==> src/rtl/buffer_pkg.sv <==
// Shared types and defaults for the activation-buffer stream sequencer.
// ADDR_RAM and N_BUF_RAM are the header macros supplying the address width
// and bank count defaults; they fall back to 10 and 8 when not defined.
`ifndef ADDR_RAM
`define ADDR_RAM 10
`endif
`ifndef N_BUF_RAM
`define N_BUF_RAM 8
`endif

package buffer_pkg;

  localparam int unsigned ADDR_W_DEF = `ADDR_RAM;
  localparam int unsigned N_BUF_DEF  = `N_BUF_RAM;
  localparam int unsigned WR_LAT_DEF = 3;

  // Sequencer FSM states.
  typedef enum logic [1:0] {
    ST_IDLE  = 2'd0,
    ST_RUN   = 2'd1,
    ST_DRAIN = 2'd2,
    ST_DONE  = 2'd3
  } seq_state_t;

  // Flattened per-bank address vector; bank i sits at [i*ADDR_W +: ADDR_W].
  typedef logic [N_BUF_DEF*ADDR_W_DEF-1:0] bank_addr_vec_t;

endpackage

==> src/rtl/buffer_stream_sequencer_if.sv <==
// Layer-controller / buffer-bank bus of the stream sequencer.
//
// Handshake: start is a request (valid) that is accepted only on a cycle
// where busy is low (ready = !busy). A start seen while busy is dropped, not
// queued. The configuration fields are captured in the accepting cycle only.
// stall is back-pressure: while high, nothing advances and all enables are 0.
interface buffer_stream_sequencer_if
#(
  parameter int unsigned N_BUF  = buffer_pkg::N_BUF_DEF,
  parameter int unsigned ADDR_W = buffer_pkg::ADDR_W_DEF
);
  import buffer_pkg::*;

  logic                      start;
  logic [ADDR_W-1:0]         rd_base;
  logic [ADDR_W-1:0]         wr_base;
  logic [ADDR_W-1:0]         stride;
  logic [ADDR_W:0]           len;
  logic [N_BUF-1:0]          bank_mask;
  logic                      stagger_en;
  logic                      stall;
  logic                      mode;
  logic [N_BUF-1:0]          m1_r_en;
  logic [N_BUF-1:0]          m1_w_en;
  logic [N_BUF*ADDR_W-1:0]   m1_r_addr;
  logic [N_BUF*ADDR_W-1:0]   m1_w_addr;
  logic                      busy;
  logic                      done;

  // Controller side.
  modport master (
    output start, rd_base, wr_base, stride, len, bank_mask, stagger_en, stall,
    input  mode, m1_r_en, m1_w_en, m1_r_addr, m1_w_addr, busy, done
  );

  // Sequencer side.
  modport slave (
    input  start, rd_base, wr_base, stride, len, bank_mask, stagger_en, stall,
    output mode, m1_r_en, m1_w_en, m1_r_addr, m1_w_addr, busy, done
  );

endinterface

==> src/rtl/seq_delay_line.sv <==
// WIDTH x DEPTH shift register with hold and synchronous clear (rst_n).
// Data presented in cycle C appears on dout_o in cycle C+DEPTH, counting
// only cycles where hold_i is low.
module seq_delay_line
#(
  parameter int unsigned WIDTH = 1,
  parameter int unsigned DEPTH = 1
)
(
  input  logic             clk,
  input  logic             rst_n,
  input  logic             hold_i,
  input  logic [WIDTH-1:0] din_i,
  output logic [WIDTH-1:0] dout_o
);

  logic [WIDTH-1:0] sr_q [DEPTH];

  // Shift one stage per un-held cycle; clear everything on reset.
  always_ff @(posedge clk) begin
    if (!rst_n) begin
      for (int i = 0; i < DEPTH; i++) sr_q[i] <= '0;
    end else if (!hold_i) begin
      sr_q[0] <= din_i;
      for (int i = 1; i < DEPTH; i++) sr_q[i] <= sr_q[i-1];
    end
  end

  assign dout_o = sr_q[DEPTH-1];

endmodule

==> src/rtl/buffer_stream_sequencer.sv <==
// Mode-1 read/write address and enable generator for the N_BUF-bank
// activation buffer. Bank 0 is fed by an address accumulator; other banks
// either copy bank 0 or follow it through a one-cycle-per-bank stagger chain.
// Each bank's write-back is its read enable delayed WR_LAT cycles.
// Optional feature macro: BUF_SEQ_PINGPONG_EN (swap buffer halves each pass).
module buffer_stream_sequencer
  import buffer_pkg::*;
#(
  parameter int unsigned N_BUF  = N_BUF_DEF,
  parameter int unsigned ADDR_W = ADDR_W_DEF,
  parameter int unsigned WR_LAT = WR_LAT_DEF
)
(
  input  logic                      clk,
  input  logic                      rst_n,
  buffer_stream_sequencer_if.slave  bus,
  output seq_state_t                state_o
);

  localparam int unsigned DW = (WR_LAT > 1) ? $clog2(WR_LAT) : 1;

  // One streamed element: enable plus its read and write addresses.
  typedef struct packed {
    logic              en;
    logic [ADDR_W-1:0] r_addr;
    logic [ADDR_W-1:0] w_addr;
  } elem_t;

  seq_state_t        state_q, state_d;
  logic [ADDR_W:0]   k_q, k_d;
  logic [ADDR_W:0]   len_q, len_d;
  logic [ADDR_W-1:0] stride_q, stride_d;
  logic [ADDR_W-1:0] rd_acc_q, rd_acc_d;
  logic [ADDR_W-1:0] wr_acc_q, wr_acc_d;
  logic [N_BUF-1:0]  mask_q, mask_d;
  logic              stag_q, stag_d;
  logic [DW-1:0]     drain_q, drain_d;
  logic [ADDR_W-1:0] msb_flip;

`ifdef BUF_SEQ_PINGPONG_EN
  logic pp_q, pp_d;
  // Half-select flips on each completed pass; reset starts at the low half.
  always_ff @(posedge clk) begin
    if (!rst_n) pp_q <= 1'b0;
    else        pp_q <= pp_d;
  end
  assign msb_flip = {pp_q, {(ADDR_W-1){1'b0}}};
`else
  assign msb_flip = '0;
`endif

  logic             b0_en;
  elem_t            stage [N_BUF];
  logic [N_BUF-1:0] chain_busy;

  // Bank 0 issues while RUN has elements left.
  assign b0_en = (state_q == ST_RUN) && (k_q < len_q);

  // Stage 0 is the live bank-0 element; it only enters the chain when staggering.
  assign stage[0]      = '{en: b0_en & stag_q, r_addr: rd_acc_q, w_addr: wr_acc_q};
  assign chain_busy[0] = 1'b0;

  for (genvar i = 1; i < N_BUF; i++) begin : g_chain
    seq_delay_line #(.WIDTH($bits(elem_t)), .DEPTH(1)) u_stage (
      .clk    (clk),
      .rst_n  (rst_n),
      .hold_i (bus.stall),
      .din_i  (stage[i-1]),
      .dout_o (stage[i])
    );
    assign chain_busy[i] = stage[i].en;
  end

  logic [N_BUF-1:0]        r_en_v, w_en_v;
  logic [N_BUF*ADDR_W-1:0] r_addr_v, w_addr_v;

  for (genvar i = 0; i < N_BUF; i++) begin : g_bank
    elem_t           bank_elem;
    logic [ADDR_W:0] wr_out;

    assign bank_elem = ((i == 0) || !stag_q)
                     ? '{en: b0_en, r_addr: rd_acc_q, w_addr: wr_acc_q}
                     : stage[i];

    seq_delay_line #(.WIDTH(ADDR_W+1), .DEPTH(WR_LAT)) u_wr_dly (
      .clk    (clk),
      .rst_n  (rst_n),
      .hold_i (bus.stall),
      .din_i  ({bank_elem.en, bank_elem.w_addr}),
      .dout_o (wr_out)
    );

    // Masked banks keep their (deterministic) addresses but never enable.
    assign r_en_v[i]                     = bank_elem.en & mask_q[i] & ~bus.stall;
    assign r_addr_v[i*ADDR_W +: ADDR_W]  = bank_elem.r_addr;
    assign w_en_v[i]                     = wr_out[ADDR_W] & mask_q[i] & ~bus.stall;
    assign w_addr_v[i*ADDR_W +: ADDR_W]  = wr_out[ADDR_W-1:0];
  end

  assign bus.m1_r_en   = r_en_v;
  assign bus.m1_w_en   = w_en_v;
  assign bus.m1_r_addr = r_addr_v;
  assign bus.m1_w_addr = w_addr_v;
  assign bus.busy      = (state_q != ST_IDLE);
  assign bus.mode      = (state_q != ST_IDLE);
  assign bus.done      = (state_q == ST_DONE);
  assign state_o       = state_q;

  // Next-state and datapath update; a stall freezes everything.
  always_comb begin
    state_d  = state_q;
    k_d      = k_q;
    len_d    = len_q;
    stride_d = stride_q;
    rd_acc_d = rd_acc_q;
    wr_acc_d = wr_acc_q;
    mask_d   = mask_q;
    stag_d   = stag_q;
    drain_d  = drain_q;
`ifdef BUF_SEQ_PINGPONG_EN
    pp_d     = pp_q;
`endif
    if (!bus.stall) begin
      case (state_q)
        ST_IDLE: begin
          if (bus.start) begin
            len_d    = bus.len;
            stride_d = bus.stride;
            mask_d   = bus.bank_mask;
            stag_d   = bus.stagger_en;
            rd_acc_d = bus.rd_base ^ msb_flip;
            wr_acc_d = bus.wr_base ^ msb_flip;
            k_d      = '0;
            // An empty pass has nothing to stream and finishes immediately.
            state_d  = (bus.len == '0) ? ST_DONE : ST_RUN;
          end
        end
        ST_RUN: begin
          if (b0_en) begin
            k_d      = k_q + 1'b1;
            rd_acc_d = rd_acc_q + stride_q;
            wr_acc_d = wr_acc_q + stride_q;
          end else if (chain_busy == '0) begin
            // Last read was the previous cycle, so WR_LAT-1 write cycles remain.
            if (WR_LAT == 1) begin
              state_d = ST_DONE;
            end else begin
              state_d = ST_DRAIN;
              drain_d = DW'(WR_LAT - 2);
            end
          end
        end
        ST_DRAIN: begin
          if (drain_q == '0) state_d = ST_DONE;
          else               drain_d = drain_q - 1'b1;
        end
        ST_DONE: begin
          state_d = ST_IDLE;
`ifdef BUF_SEQ_PINGPONG_EN
          pp_d    = ~pp_q;
`endif
        end
        default: state_d = ST_IDLE;
      endcase
    end
  end

  // State and configuration registers.
  always_ff @(posedge clk) begin
    if (!rst_n) begin
      state_q  <= ST_IDLE;
      k_q      <= '0;
      len_q    <= '0;
      stride_q <= '0;
      rd_acc_q <= '0;
      wr_acc_q <= '0;
      mask_q   <= '0;
      stag_q   <= 1'b0;
      drain_q  <= '0;
    end else begin
      state_q  <= state_d;
      k_q      <= k_d;
      len_q    <= len_d;
      stride_q <= stride_d;
      rd_acc_q <= rd_acc_d;
      wr_acc_q <= wr_acc_d;
      mask_q   <= mask_d;
      stag_q   <= stag_d;
      drain_q  <= drain_d;
    end
  end

endmodule

==> src/flat_wrapper.sv <==
// flat-port wrapper written by rule: the top's interface ports become plain ports
module buffer_stream_sequencer_flat import buffer_pkg::*;
#(
  parameter int unsigned N_BUF  = N_BUF_DEF,
  parameter int unsigned ADDR_W = ADDR_W_DEF,
  parameter int unsigned WR_LAT = WR_LAT_DEF
)
  (clk, rst_n, state_o, bus_start, bus_rd_base, bus_wr_base, bus_stride, bus_len, bus_bank_mask, bus_stagger_en, bus_stall, bus_mode, bus_m1_r_en, bus_m1_w_en, bus_m1_r_addr, bus_m1_w_addr, bus_busy, bus_done);
  buffer_stream_sequencer_if #(.N_BUF(N_BUF), .ADDR_W(ADDR_W)) bus_i ();
  input  logic clk;
  input  logic rst_n;
  output seq_state_t state_o;
  input wire logic [$bits(bus_i.start)-1:0] bus_start;
  input wire logic [$bits(bus_i.rd_base)-1:0] bus_rd_base;
  input wire logic [$bits(bus_i.wr_base)-1:0] bus_wr_base;
  input wire logic [$bits(bus_i.stride)-1:0] bus_stride;
  input wire logic [$bits(bus_i.len)-1:0] bus_len;
  input wire logic [$bits(bus_i.bank_mask)-1:0] bus_bank_mask;
  input wire logic [$bits(bus_i.stagger_en)-1:0] bus_stagger_en;
  input wire logic [$bits(bus_i.stall)-1:0] bus_stall;
  output wire logic [$bits(bus_i.mode)-1:0] bus_mode;
  output wire logic [$bits(bus_i.m1_r_en)-1:0] bus_m1_r_en;
  output wire logic [$bits(bus_i.m1_w_en)-1:0] bus_m1_w_en;
  output wire logic [$bits(bus_i.m1_r_addr)-1:0] bus_m1_r_addr;
  output wire logic [$bits(bus_i.m1_w_addr)-1:0] bus_m1_w_addr;
  output wire logic [$bits(bus_i.busy)-1:0] bus_busy;
  output wire logic [$bits(bus_i.done)-1:0] bus_done;
  assign bus_i.start = bus_start;
  assign bus_i.rd_base = bus_rd_base;
  assign bus_i.wr_base = bus_wr_base;
  assign bus_i.stride = bus_stride;
  assign bus_i.len = bus_len;
  assign bus_i.bank_mask = bus_bank_mask;
  assign bus_i.stagger_en = bus_stagger_en;
  assign bus_i.stall = bus_stall;
  assign bus_mode = bus_i.mode;
  assign bus_m1_r_en = bus_i.m1_r_en;
  assign bus_m1_w_en = bus_i.m1_w_en;
  assign bus_m1_r_addr = bus_i.m1_r_addr;
  assign bus_m1_w_addr = bus_i.m1_w_addr;
  assign bus_busy = bus_i.busy;
  assign bus_done = bus_i.done;
  buffer_stream_sequencer #(.N_BUF(N_BUF), .ADDR_W(ADDR_W), .WR_LAT(WR_LAT)) u_core (.clk(clk), .rst_n(rst_n), .bus(bus_i), .state_o(state_o));
endmodule
==> config.mk <==
export PLATFORM = sky130hd
export DESIGN_NAME = buffer_stream_sequencer_flat
export DESIGN_NICKNAME = d
export VERILOG_FILES = /design/src/rtl/buffer_pkg.sv /design/src/rtl/buffer_stream_sequencer_if.sv /design/src/rtl/seq_delay_line.sv /design/src/rtl/buffer_stream_sequencer.sv /design/src/flat_wrapper.sv
export SDC_FILE = /design/constraint.sdc
export NUM_CORES = 1
export LEC_CHECK = 0
export ABC_CLOCK_PERIOD_IN_PS = 11700
export CAP_MARGIN = 20
export CORE_AREA = 2 2 202 204
export CTS_BUF_LIST = sky130_fd_sc_hd__clkbuf_8 sky130_fd_sc_hd__clkbuf_16
export DETAILED_ROUTE_END_ITERATION = 16
export DIE_AREA = 0 0 204 206
export PLACE_DENSITY_LB_ADDON = 0.15
export SLEW_MARGIN = 20
export SYNTH_ARGS = -nofsm -noshare
export SYNTH_HDL_FRONTEND = slang
export SYNTH_SLANG_ARGS = --single-unit
==> constraint.sdc <==
create_clock -name clk -period 11.7 [get_ports clk]
set_input_delay 1.755 -clock clk [delete_from_list [all_inputs] [get_ports clk]]
set_output_delay 1.755 -clock clk [all_outputs]
set_load 0.05 [all_outputs]
; After elaboration in Yosys (flattened, before gate mapping)
; Memories as Yosys holds them, arrays and structs flattened.
; Cells that the tools add are included.
[totals]
reg_bits = 65
mem_bits_rw = 411
inputBits = 54
output_inout_bits = 181
elab_cells = 183
memories = 15
[mem_list]
columns = memory, depth, width, rd, rd_clocked_by_memory_dff, write_ports, line_no
row1 = u_core.g_bank[0].u_wr_dly.sr_q, 3, 11, 3, 0, 3, seq_delay_line.sv:17  ; logic [WIDTH-1:0] sr_q [DEPTH];
row2 = u_core.g_bank[1].u_wr_dly.sr_q, 3, 11, 3, 0, 3, seq_delay_line.sv:17
row3 = u_core.g_bank[2].u_wr_dly.sr_q, 3, 11, 3, 0, 3, seq_delay_line.sv:17
row4 = u_core.g_bank[3].u_wr_dly.sr_q, 3, 11, 3, 0, 3, seq_delay_line.sv:17
row5 = u_core.g_bank[4].u_wr_dly.sr_q, 3, 11, 3, 0, 3, seq_delay_line.sv:17
row6 = u_core.g_bank[5].u_wr_dly.sr_q, 3, 11, 3, 0, 3, seq_delay_line.sv:17
row7 = +9 memories, -, -, -, -, -, -
[classes]
add_sub_neg = 4
n_lt_le_gt_ge = 1
n_eq_ne = 9
mux = 68
n_bitwise = 58
reduce_logical = 19
[op_table]
columns = cell, count
row1 = 21-bit 2-to-1 mux, 14
row2 = 11-bit 2-to-1 mux, 26
row3 = 21-bit OR reduction, 7
row4 = 10-bit 2-to-1 mux, 4
row5 = 10-bit case mux with 2 select lines, 2
row6 = 1-bit AND, 33
row7 = 1-bit OR, 24
row8 = 11-bit case mux with 2 select lines, 1
row9 = 10-bit adder, 2
row10 = 2-bit 2-to-1 mux, 8
row11 = 11-bit by 1-bit adder with 11-bit output (second input constant), 1
row12 = 11-bit zero test, 1
row13 = 11-bit less-than comparator, 1
row14 = 1-bit 2-to-1 mux, 11
row15 = 5-bit AND reduction, 2
row16 = 8-bit zero test, 1
row17 = 2-bit inequality test (second input constant), 4
row18 = 2-bit case mux with 4 select lines, 1
row19 = 2-bit nonzero test, 3
row20 = 2-bit equality test (second input constant), 2
row21 = 2-bit zero test, 2
row22 = 2-bit by 1-bit inequality test with 1-bit output (second input constant), 2
row23 = 2-bit case mux with 2 select lines, 1
row24 = 4-bit AND reduction, 1
row25 = 5 further kinds, 5

; Longest topological paths before layout
; Gate-level depths: netlist of the first run.
[depth]
depth_word = 5
mapped_depth = 10
ltp_nobuf = 8

; Modules after synthesis
; A second synthesis of the first run with hierarchy kept.
[hier_totals]
hier_cells = 1898
area_unflattened_um2 = 23100.9
[modules_own_cells]
columns = module, n_inst, cells_per_inst, area_each_um2, seq_area_each_um2
row1 = seq_delay_line (u_core.g_bank[0].u_wr_dly ...), 8, 84, 1402.6, 991.0
row2 = seq_delay_line (u_core.g_chain[1].u_stage ...), 7, 47, 865.8, 630.6
row3 = buffer_stream_sequencer, 1, 897, 5819.3, 1301.2

; Worst setup path after synthesis of the first run
; No wires, ideal clock.
[synth_timing]
kind = in2reg
from = in bus_stall
to = mem u_core.g_bank[0].u_wr_dly.sr_q[0][0] (netlist name) (enable)
setup_time_ns = 2.775
arrival_time_ns = 8.460
t_required_ns = 8.925
path_slack_ns = 0.466
stages = 3
path_buffers = 2
path_cell_list = clkbuf_1 clkbuf_1 nand2_1
[synth_rtl]
columns = item, line_no
row1 = from (decl), flat_wrapper.sv:20  ; input wire logic [$bits(bus_i.stall)-1:0] bus_stall;
row2 = to (decl), seq_delay_line.sv:17

; Worst setup path after layout of the first run
[layout_timing]
from = in bus_stall
to = out bus_m1_r_en[2]
[layout_via]
elab_chain_cells = 2
[layout_rtl]
columns = item, line_no
row1 = 1-bit NOT (no source line), -
row2 = 1-bit AND, buffer_stream_sequencer.sv:94  ; assign r_en_v[i] = bank_elem.en & mask_q[i] & ~bus.stall;
row3 = to (decl), flat_wrapper.sv:22  ; output wire logic [$bits(bus_i.m1_r_en)-1:0] bus_m1_r_en;
; No other way between the ends.

==> metrics.csv, run 1 <==
stage,metric,value,unit
timing,unrepaired setup endpoints after global routing,false,
timing,# setup viols final,0,
critical_path,"Max FO, Critical Path",24,
floorplan,core area,40200,um2
synthesis,Area contributors post-synth,"edfxtp_1 57%, and2_1 9.5%, dfxtp_1 6.5%",
synthesis,"Async S/R FF share, synth",0,%
timing,Setup TNS,0,ns
floorplan,Die W,204,um
drt,initial drt markers,1073,
timing,Worst Max-Slew Pin Slew,1.15,ns
timing,Fmax,175,MHz
cells_and_area,multi-input gate area in the final layout,5720,um2
grt,antenna violations before repair,0,
critical_path,critical path's slowest cell,clkdlybuf4s50_1,
timing,clock skew,0.0205,ns
cts,H-tree Lvls,2,
hold_path,hold path cells,2,
pwr,Cell Pwr Density,168,nW/um2
cells_and_area,Layout area overhead,15.3,%
cts,Num CTS Buffers,46,
cts,Skew-Pair Late Insertion Delay,0.57,ns
cts,CTS resizes,0,
cts,clk buf depth,3,
cts,post-CTS setup buffers,0,
pwr,Clk pwr share,36.6,%
synthesis,Gate Count Post-Synth,1719,
critical_path,crit path kind,in -> out,
hold_path,Hold Path Class,reg -> reg,
critical_path,Worst EP required,9.95,ns
pwr,Peak VDD IR,0.0959,mV
cts,Num Clock Sinks,446,
grt,vias in the first global route,11100,
drt,post-DR wirelength/cell,16.8,um
placed_design,I/O Buffers,234,
drt,drt first pass iters,7,
critical_path,worst path cell trace,clkdlybuf4s50_1 -> nor3b_1 -> clkdlybuf4s50_1,
floorplan,Starting Density,50.0,%
grt,pin count of the biggest net entering global routing,303,
critical_path,Worst path max stage delay,0.90,ns
cells_and_area,FF+latch area,12700,um2
floorplan,Site Rows,74,
cts,Post-CTS Hold Buffers,0,
hold_path,Worst Hold End,u_core.len_q[6],
cells_and_area,Final #Nets,1855,
grt,gr usage total,18.7,%
critical_path,"most used cell, CP",clkdlybuf4s50_1,
critical_path,R2R depth,10,
status,status,finished clean,
grt,grt ovf,0,
run,Max Cap Violations,0,
synthesis,most common library cells after synthesis,"381 x edfxtp_1, 312 x nand2_1, 304 x and2_1",
timing,Final Slew Violations,0,
synthesis,top-count cell post-synth,edfxtp_1,
critical_path,CP Launch Type,input port,
hold_path,Hold Path Origin,u_core.len_q[6],
floorplan,chip height,206,um
synthesis,syn_nets,1809,
drt,DRC,0,
timing,Tcrit/Tclk final,48.8,%
synthesis,top_reg_cell synth,edfxtp_1,
synthesis,Synth warnings,0,
pwr,sequential share of power,48.4,%
critical_path,WP data arrival,3.95,ns
timing,Tmin final,5.71,ns
pwr,Tot Pwr,3.90,mW
drt,vias per cell,5.07,
placed_design,hpwl dp,25300,um
synthesis,register area share after synthesis,63.4,%
pwr,leakage,8.97,nW
critical_path,flop-to-flop setup slack,8.83,ns
placed_design,routability cong.,0.827,
pwr,Int Power,2.85,mW
cells_and_area,Antenna Cells,0,
drt,post-route ant nets,0,
synthesis,area share of the largest cell type after synthesis,57.0,%
synthesis,post-synthesis cell area,20100,um2
timing,Max-slew headroom,23.3,%
floorplan,Die ar.,42000,um2
drt,routed wire length,39200,um
cts,CTS Root Cell,clkbuf_16,
timing,final hold vios,0,
pwr,Comb pwr share,14.9,%
pwr,Sw Pwr,1.04,mW
critical_path,Worst R2R Start,u_core.state_o[1],
critical_path,critical path endpoint category,output port,
cells_and_area,fillcell total,3364,
cts,TritonCTS clock tree,built,
synthesis,Syn Area/Cell,11.7,um2
synthesis,post-synthesis cell type count,58,
critical_path,reg2reg end,u_core.k_q[3],
cts,Clock transition at path regs,0.06,ns
synthesis,number of synthesized register bits,446,
pwr,Switching Share,26.8,%
floorplan,I/O pins,235,
drt,routed via count,11800,
grt,first-pass GRT wire length,61100,um
synthesis,"area leader, netlist",edfxtp_1,
synthesis,number of flops mapped to enable cells by yosys,381,
cells_and_area,share of layout cells above drive strength 1,5.44,%
## stage by stage
stage / hold slack (ns) / utilization (%) / setup WS [ns] / cell area, um2 / std cells
5_1_grt: 0.480 / 57.6 / 5.88 / 23200 / 2335
3_3_place_gp: 0.446 / 53.9 / 5.92 / 21700 / 2249
4_1_cts: 0.460 / 57.6 / 5.96 / 23200 / 2335
3_5_place_dp: 0.452 / 53.9 / 5.84 / 21700 / 2249
2_1_floorplan: 0.436 / - / 0.466 / 20100 / 1719
6_report: 0.456 / 57.6 / 5.99 / 23200 / 2335
## sequential cells by signal, indices dropped and copies added (netlist names)
signal	count
u_core.stride_q	10
u_core.rd_acc_q	10
u_core.drain_q	2
u_core.len_q	11
u_core.stag_q	1
u_core.wr_acc_q	10
u_core.g_bank.u_wr_dly.sr_q	254
u_core.mask_q	8
u_core.state_o	2
u_core.g_chain.u_stage.sr_q	127
u_core.k_q	11
## layout by cell type (no fill, tap or decap), types with 12 or more instances in the layout
master / netlist / routed
dfxtp_1: 65 / 64
nor3_1: 13 / 12
clkdlybuf4s50_1: 0 / 234
and2_1: 304 / 304
edfxtp_1: 381 / 381
nand2_1: 312 / 311
ha_1: 34 / 34
nand3_1: 17 / 17
nor2_1: 41 / 40
clkbuf_16: 0 / 49
xnor2_1: 16 / 16
a21oi_1: 129 / 129
inv_1: 23 / 35
## critical path, delay by kind of cell
family,cells,cell delay [ns]
buffers and inverters,2,1.77
AND/OR/NAND/NOR,1,0.42
## per-layer routing
metal  wire [um]  track usage [%]
met3        1900             2.93
met4         730             5.38
met1       17600             25.9
met5           0                0
met2       19000             30.6
## area by class of cell
cell class / count / share of cell area, %
sequential: 446 / 55.0
clock buffer: 49 / 5.29
inverter: 25 / 0.405
multi-input combinational: 1000 / 24.7
timing repair buffer: 246 / 10.6
clock inverter: 37 / 1.14
tap: 532 / 2.87
## cells by family after synthesis
logic type,share of synthesized area (%)
buf+inv,8.21
mux,0.498
simple gates,18.4
flops,63.4
compound gates,6.44
xor+xnor,0.698
fa+ha+maj,2.32
## worst max-delay path by stage
stage,startpoint,end,slack [ns],depth (start not counted)
2_1_floorplan,bus_stall,u_core.g_bank[0].u_wr_dly.sr_q[0][0],0.47,3
3_3_place_gp,bus_stall,u_core.g_chain[6].u_stage.sr_q[0][13],5.92,4
3_5_place_dp,bus_stall,u_core.g_chain[1].u_stage.sr_q[0][14],5.84,4
4_1_cts,bus_stall,bus_m1_r_en[5],5.96,3
5_1_grt,bus_stall,bus_m1_r_en[2],5.88,3
6_report,bus_stall,bus_m1_r_en[2],5.99,3
## power by group through the flow
stage | Sequential, mW | Clock, mW | Combinational, mW
5_1_grt | 1.90 | 1.52 | 0.618
4_1_cts | 1.89 | 1.47 | 0.587
6_report | 1.89 | 1.43 | 0.581
3_3_place_gp | 1.92 | 0 | 0.580
3_5_place_dp | 1.92 | 0 | 0.586
2_1_floorplan | 1.92 | 0 | 0.475
Power figures use the tool's default switching activity.
==> run 2: changes to the inputs <==
--- a/config.mk
+++ b/config.mk
@@ -5,12 +5,12 @@
 export SDC_FILE = /design/constraint.sdc
 export NUM_CORES = 1
 export LEC_CHECK = 0
-export ABC_CLOCK_PERIOD_IN_PS = 11700
+export ABC_CLOCK_PERIOD_IN_PS = 5600
 export CAP_MARGIN = 20
-export CORE_AREA = 2 2 202 204
+export CORE_AREA = 2 2 195 197
 export CTS_BUF_LIST = sky130_fd_sc_hd__clkbuf_8 sky130_fd_sc_hd__clkbuf_16
 export DETAILED_ROUTE_END_ITERATION = 16
-export DIE_AREA = 0 0 204 206
+export DIE_AREA = 0 0 197 199
 export PLACE_DENSITY_LB_ADDON = 0.15
 export SLEW_MARGIN = 20
 export SYNTH_ARGS = -nofsm -noshare
==> constraint.sdc (replaced) <==
create_clock -name clk -period 5.6 [get_ports clk]
set_input_delay 0.84 -clock clk [delete_from_list [all_inputs] [get_ports clk]]
set_output_delay 0.84 -clock clk [all_outputs]
set_load 0.05 [all_outputs]
==> run 2 against run 1 <==
Against the previous run:
- combinational power grew 110%
- global-route usage grew 1.4 points
- first-iteration DRC count shrank 5.6%
- sequential power grew 110%
- register-to-register slack lost 6.0 ns
- clock power grew 90%
- utilization grew 4.4 points
- clock-buffer cell count shrank 2
- sequential cell count is the same
- final cell count shrank 2.4%
- largest power group unchanged
==> metrics.csv, run 2 (synthesis results as in run 1) <==
stage,metric,value,unit
status,status,finished clean,
cts,clk buf depth,3,
drt,routed via count,11900,
timing,Tmin final,4.44,ns
cells_and_area,most frequent cells in the layout,"381 x edfxtp_1, 311 x nand2_1, 304 x and2_1, 234 x clkdlybuf4s50_1, 129 x a21oi_1",
cts,Num CTS Buffers,46,
placed_design,hpwl dp,25700,um
hold_path,Hold Path Class,reg -> reg,
cells_and_area,share of layout cells above drive strength 1,5.48,%
timing,# setup viols final,0,
cells_and_area,FF+latch area,12700,um2
critical_path,worst path cell trace,inv_1 -> ha_1 -> buf_4 -> inv_2 -> a211oi_4 -> o211a_1 -> a21oi_1 -> nor3b_1 -> clkdlybuf4s50_1,
drt,vias per cell,5.23,
pwr,Peak VDD IR,0.207,mV
placed_design,routability cong.,0.841,
drt,drt first pass iters,5,
grt,first-pass GRT wire length,61100,um
cts,Post-CTS Hold Buffers,0,
cts,Clock transition at path regs,0.06,ns
critical_path,Top delay family on crit path,buffers and inverters,
cells_and_area,Largest register FFs,254,
cts,TritonCTS clock tree,built,
cells_and_area,Antenna Cells,0,
timing,Setup TNS,0,ns
timing,Fmax,225,MHz
floorplan,chip height,199,um
critical_path,R2R depth,10,
cells_and_area,biggest regs,"u_core.g_bank.u_wr_dly.sr_q x254, u_core.g_chain.u_stage.sr_q x127",
pwr,Cell Pwr Density,342,nW/um2
timing,Final Slew Violations,0,
pwr,Tot Pwr,7.88,mW
floorplan,Starting Density,54.1,%
critical_path,critical path endpoint category,output port,
cts,Skew-Pair Late Insertion Delay,0.55,ns
critical_path,CP Launch Type,flop,
critical_path,Worst R2R Start,u_core.state_o[1],
drt,post-route ant nets,0,
critical_path,critical path's slowest cell,clkdlybuf4s50_1,
floorplan,core area,37100,um2
critical_path,WP data arrival,3.60,ns
cells_and_area,Largest Register,u_core.g_bank.u_wr_dly.sr_q,
drt,DRC,0,
run,Max Cap Violations,0,
floorplan,Site Rows,71,
cells_and_area,fillcell total,2989,
grt,gr usage total,20.1,%
cts,post-CTS setup buffers,0,
cts,CTS Root Cell,clkbuf_16,
grt,antenna violations before repair,0,
cells_and_area,"most common cell after layout, fill and taps aside",edfxtp_1,
critical_path,Worst EP required,4.76,ns
floorplan,I/O pins,235,
timing,clock skew,0.0147,ns
timing,unrepaired setup endpoints after global routing,false,
pwr,leakage,8.95,nW
placed_design,I/O Buffers,234,
hold_path,hold path cells,2,
grt,grt ovf,0,
cells_and_area,multi-input gate area in the final layout,5730,um2
cts,Num Clock Sinks,446,
critical_path,"Max FO, Critical Path",23,
timing,Tcrit/Tclk final,79.3,%
timing,final hold vios,0,
grt,vias in the first global route,11400,
critical_path,Worst path max stage delay,0.85,ns
drt,initial drt markers,1013,
critical_path,crit path kind,reg -> out,
grt,pin count of the biggest net entering global routing,140,
timing,Max-slew headroom,26.6,%
hold_path,Hold Path Origin,u_core.len_q[2],
critical_path,WP buf/inv,4,
cts,CTS resizes,0,
cells_and_area,Layout area overhead,14.7,%
floorplan,Die ar.,39200,um2
hold_path,Worst Hold End,u_core.len_q[2],
cts,H-tree Lvls,2,
floorplan,Die W,197,um
critical_path,flop-to-flop setup slack,2.82,ns
drt,post-DR wirelength/cell,17.2,um
critical_path,reg2reg end,u_core.k_q[6],
cells_and_area,Final #Nets,1861,
drt,routed wire length,39200,um
timing,Worst Max-Slew Pin Slew,1.10,ns
run 2: how the worst max path moves through the flow:
| stage | startpoint | end | depth (start not counted) |
|---|---|---|---|
| global placement | bus_stall | bus_m1_w_en[0] | 3 |
| detailed placement | rst_n | u_core.g_bank[7].u_wr_dly.sr_q[0][2] | 4 |
| global route | u_core.state_o[1] | bus_m1_r_en[6] | 9 |
| CTS | u_core.state_o[1] | bus_m1_r_en[7] | 9 |
| floorplan | bus_stall | u_core.g_bank[0].u_wr_dly.sr_q[0][0] | 3 |
| finish | u_core.state_o[1] | bus_m1_r_en[7] | 9 |
run 2: metal layers:
metal	vias to the layer above	part of all wire, %	global-route usage, %
met4	0	2.7	6.18
met5	-	0	0
met1	5718	43	26.9
li1	5824	-	-
met2	316	49	33.9
met3	69	4.5	3.10
run 2: area by class of cell:
type / count / share of cell area [%]
clock buffer: 47 / 5.11
clock inverter: 36 / 0.679
inverter: 25 / 0.407
multi-input combinational: 1000 / 24.9
sequential: 446 / 55.3
tap: 474 / 2.57
timing repair buffer: 252 / 11.0
run 2: report_power, final:
group	switching, mW	internal, mW	total [mW]
Sequential	0.112	3.83	3.94
Clock	1.20	1.51	2.71
Combinational	0.843	0.384	1.23
run 2: tightest hold or removal path, stage by stage, from the launching register on:
cell	delay, ns
dfxtp_1	0.31
nand2_1	0.05
a21oi_1	0.05
run 2: stage by stage:
stage	utilization, %	setup slack (ns)	std cells	cell area, um2	hold WS, ns
final	62.0	1.16	2280	23000	0.454
after global routing	62.0	0.891	2280	23000	0.474
after detailed placement	58.4	1.69	2197	21700	0.448
after global placement	58.4	1.73	2197	21700	0.446
after CTS	62.0	1.11	2280	23000	0.456
after floorplan	-	1.31	1719	20100	0.436
==> run 3: changes to the inputs <==
--- a/config.mk
+++ b/config.mk
@@ -5,7 +5,7 @@
 export SDC_FILE = /design/constraint.sdc
 export NUM_CORES = 1
 export LEC_CHECK = 0
-export ABC_CLOCK_PERIOD_IN_PS = 5600
+export ABC_CLOCK_PERIOD_IN_PS = 4100
 export CAP_MARGIN = 20
 export CORE_AREA = 2 2 195 197
 export CTS_BUF_LIST = sky130_fd_sc_hd__clkbuf_8 sky130_fd_sc_hd__clkbuf_16
==> constraint.sdc (replaced) <==
create_clock -name clk -period 4.1 [get_ports clk]
set_input_delay 0.615 -clock clk [delete_from_list [all_inputs] [get_ports clk]]
set_output_delay 0.615 -clock clk [all_outputs]
set_load 0.05 [all_outputs]
==> run 3 against run 2 <==
Against the previous run:
- highest routed layer unchanged
- clock power grew 43%
- power up 39%
- largest power group unchanged
- utilization is 0.49 points higher
- worst setup slack got worse by 0.69 ns
==> metrics.csv, run 3 (synthesis results as in run 1) <==
stage,metric,value,unit
timing,# setup viols final,0,
critical_path,Worst path max stage delay,0.46,ns
drt,routed via count,11900,
cts,Num CTS Buffers,46,
pwr,leakage,9.06,nW
floorplan,I/O pins,235,
critical_path,Top delay family on crit path,compound AO/OA/AOI/OAI gates,
pwr,Cell Pwr Density,471,nW/um2
timing,Fmax,276,MHz
cells_and_area,Final #Nets,1867,
cells_and_area,"most common cell after layout, fill and taps aside",edfxtp_1,
drt,DRC,0,
critical_path,"Max FO, Critical Path",7,
cells_and_area,Largest register FFs,254,
critical_path,worst path cell trace,ha_1 -> and3_1 -> a221oi_2 -> o21a_1 -> o211a_1 -> a21oi_1 -> nor3b_1 -> buf_12,
timing,Tmin final,3.63,ns
critical_path,critical path's slowest cell,dfxtp_1,
drt,routed wire length,40100,um
floorplan,chip height,199,um
cts,Post-CTS Hold Buffers,0,
placed_design,Placed Cells,2203,
critical_path,CP Launch Type,flop,
status,status,finished clean,
critical_path,Worst EP required,3.48,ns
cells_and_area,fillcell total,2972,
timing,Hold WS,0.454,ns
placed_design,I/O Buffers,234,
run,Max Cap Violations,0,
pwr,Tot Pwr,10.9,mW
grt,pin count of the biggest net entering global routing,303,
timing,Tcrit/Tclk final,88.5,%
hold_path,Hold Path Class,reg -> reg,
cells_and_area,final core occ,62.5,%
grt,antenna violations before repair,0,
pwr,Peak VDD IR,0.241,mV
timing,final hold vios,0,
placed_design,Area after DPL,21800,um2
drt,drt first pass iters,6,
cells_and_area,fin area,23200,um2
cts,CTS Root Cell,clkbuf_16,
floorplan,Starting Density,54.1,%
cts,post-CTS setup buffers,0,
cts,Clock transition at path regs,0.06,ns
critical_path,WP buf/inv,1,
grt,gr usage total,20.5,%
critical_path,critical path endpoint category,output port,
critical_path,WP data arrival,3.01,ns
cells_and_area,fin cells,2283,
placed_design,worst slack at placement,0.902,ns
cts,clk buf depth,3,
timing,Max-slew headroom,28.7,%
timing,Final Slew Violations,0,
cells_and_area,most frequent cells in the layout,"381 x edfxtp_1, 311 x nand2_1, 304 x and2_1, 226 x clkdlybuf4s50_1, 129 x a21oi_1",
cts,Skew-Pair Late Insertion Delay,0.54,ns
cts,Num Clock Sinks,446,
timing,Setup TNS,0,ns
floorplan,Site Rows,71,
grt,first-pass GRT wire length,62500,um
critical_path,crit path kind,reg -> out,
timing,clock skew,0.0126,ns
drt,initial drt markers,1050,
floorplan,Die ar.,39200,um2
cts,CTS resizes,0,
drt,post-route ant nets,0,
cells_and_area,share of layout cells above drive strength 1,6.08,%
floorplan,Die W,197,um
drt,post-DR wirelength/cell,17.6,um
timing,post-route setup slack,0.472,ns
cells_and_area,Largest Register,u_core.g_bank.u_wr_dly.sr_q,
cells_and_area,Antenna Cells,0,
placed_design,routability cong.,0.797,
cts,H-tree Lvls,2,
drt,vias per cell,5.23,
floorplan,core area,37100,um2
timing,Worst Max-Slew Pin Slew,1.07,ns
grt,vias in the first global route,11400,
placed_design,hpwl dp,26200,um
timing,unrepaired setup endpoints after global routing,false,
cts,TritonCTS clock tree,built,
grt,grt ovf,0,
cells_and_area,biggest regs,"u_core.g_bank.u_wr_dly.sr_q x254, u_core.g_chain.u_stage.sr_q x127",
cells_and_area,Layout area overhead,15.6,%
## run 3: changes by cell type in the layout (fill, tap and decap cells not counted), moves of 2 or more
cell             change
clkinv_2             -7
clkinv_1             -4
buf_12               +8
clkbuf_8             +2
buf_4                +6
clkdlybuf4s50_1      -8
inv_1                +4
bufinv_16            +2
## run 3: area by class of cell
type,instances,area [um2],share of cell area (%)
inverters,25,93.8,0.404
repair buffers,258,2670,11.5
clock inverters,31,185,0.798
well taps,474,593,2.55
multi-input cells,1000,5730,24.7
clock buffers,49,1200,5.18
flip-flops and latches,446,12700,54.9
## run 3: worst reg2reg max path: stages, from the launching register on
cell	delay, ns
dfxtp_1	0.46
ha_1	0.28
and3_1	0.20
a221oi_2	0.25
o21ai_1	0.18
a21oi_4	0.50
buf_4	0.35
nor2_1	0.07
a211oi_1	0.25
## run 3: final timing paths
check | startpoint | end | slack [ns] | cells after the start
max | u_core.k_q[5] | bus_m1_r_en[5] | 0.47 | 8
min | u_core.len_q[3] | u_core.len_q[3] | 0.45 | 2
max reg2reg | u_core.k_q[5] | u_core.rd_acc_q[3] | 1.46 | 8
min reg2reg | u_core.len_q[3] | u_core.len_q[3] | 0.45 | 2
## run 3: layer usage
metal | routed length (um) | vias up | global-route usage (%)
met1 | 17400 | 5740 | 27.4
li1 | - | 5836 | -
met4 | 849 | 0 | 5.96
met2 | 20000 | 296 | 34.9
met5 | 0 | - | 0
met3 | 1890 | 58 | 3.09
## run 3: power by group
| part | internal [mW] | total (mW) | switching (mW) | leakage [nW] |
|---|---|---|---|---|
| sequential | 5.23 | 5.38 | 0.150 | 4.76 |
| clock | 2.22 | 3.87 | 1.64 | 0.753 |
| combinational | 0.533 | 1.70 | 1.17 | 3.54 |
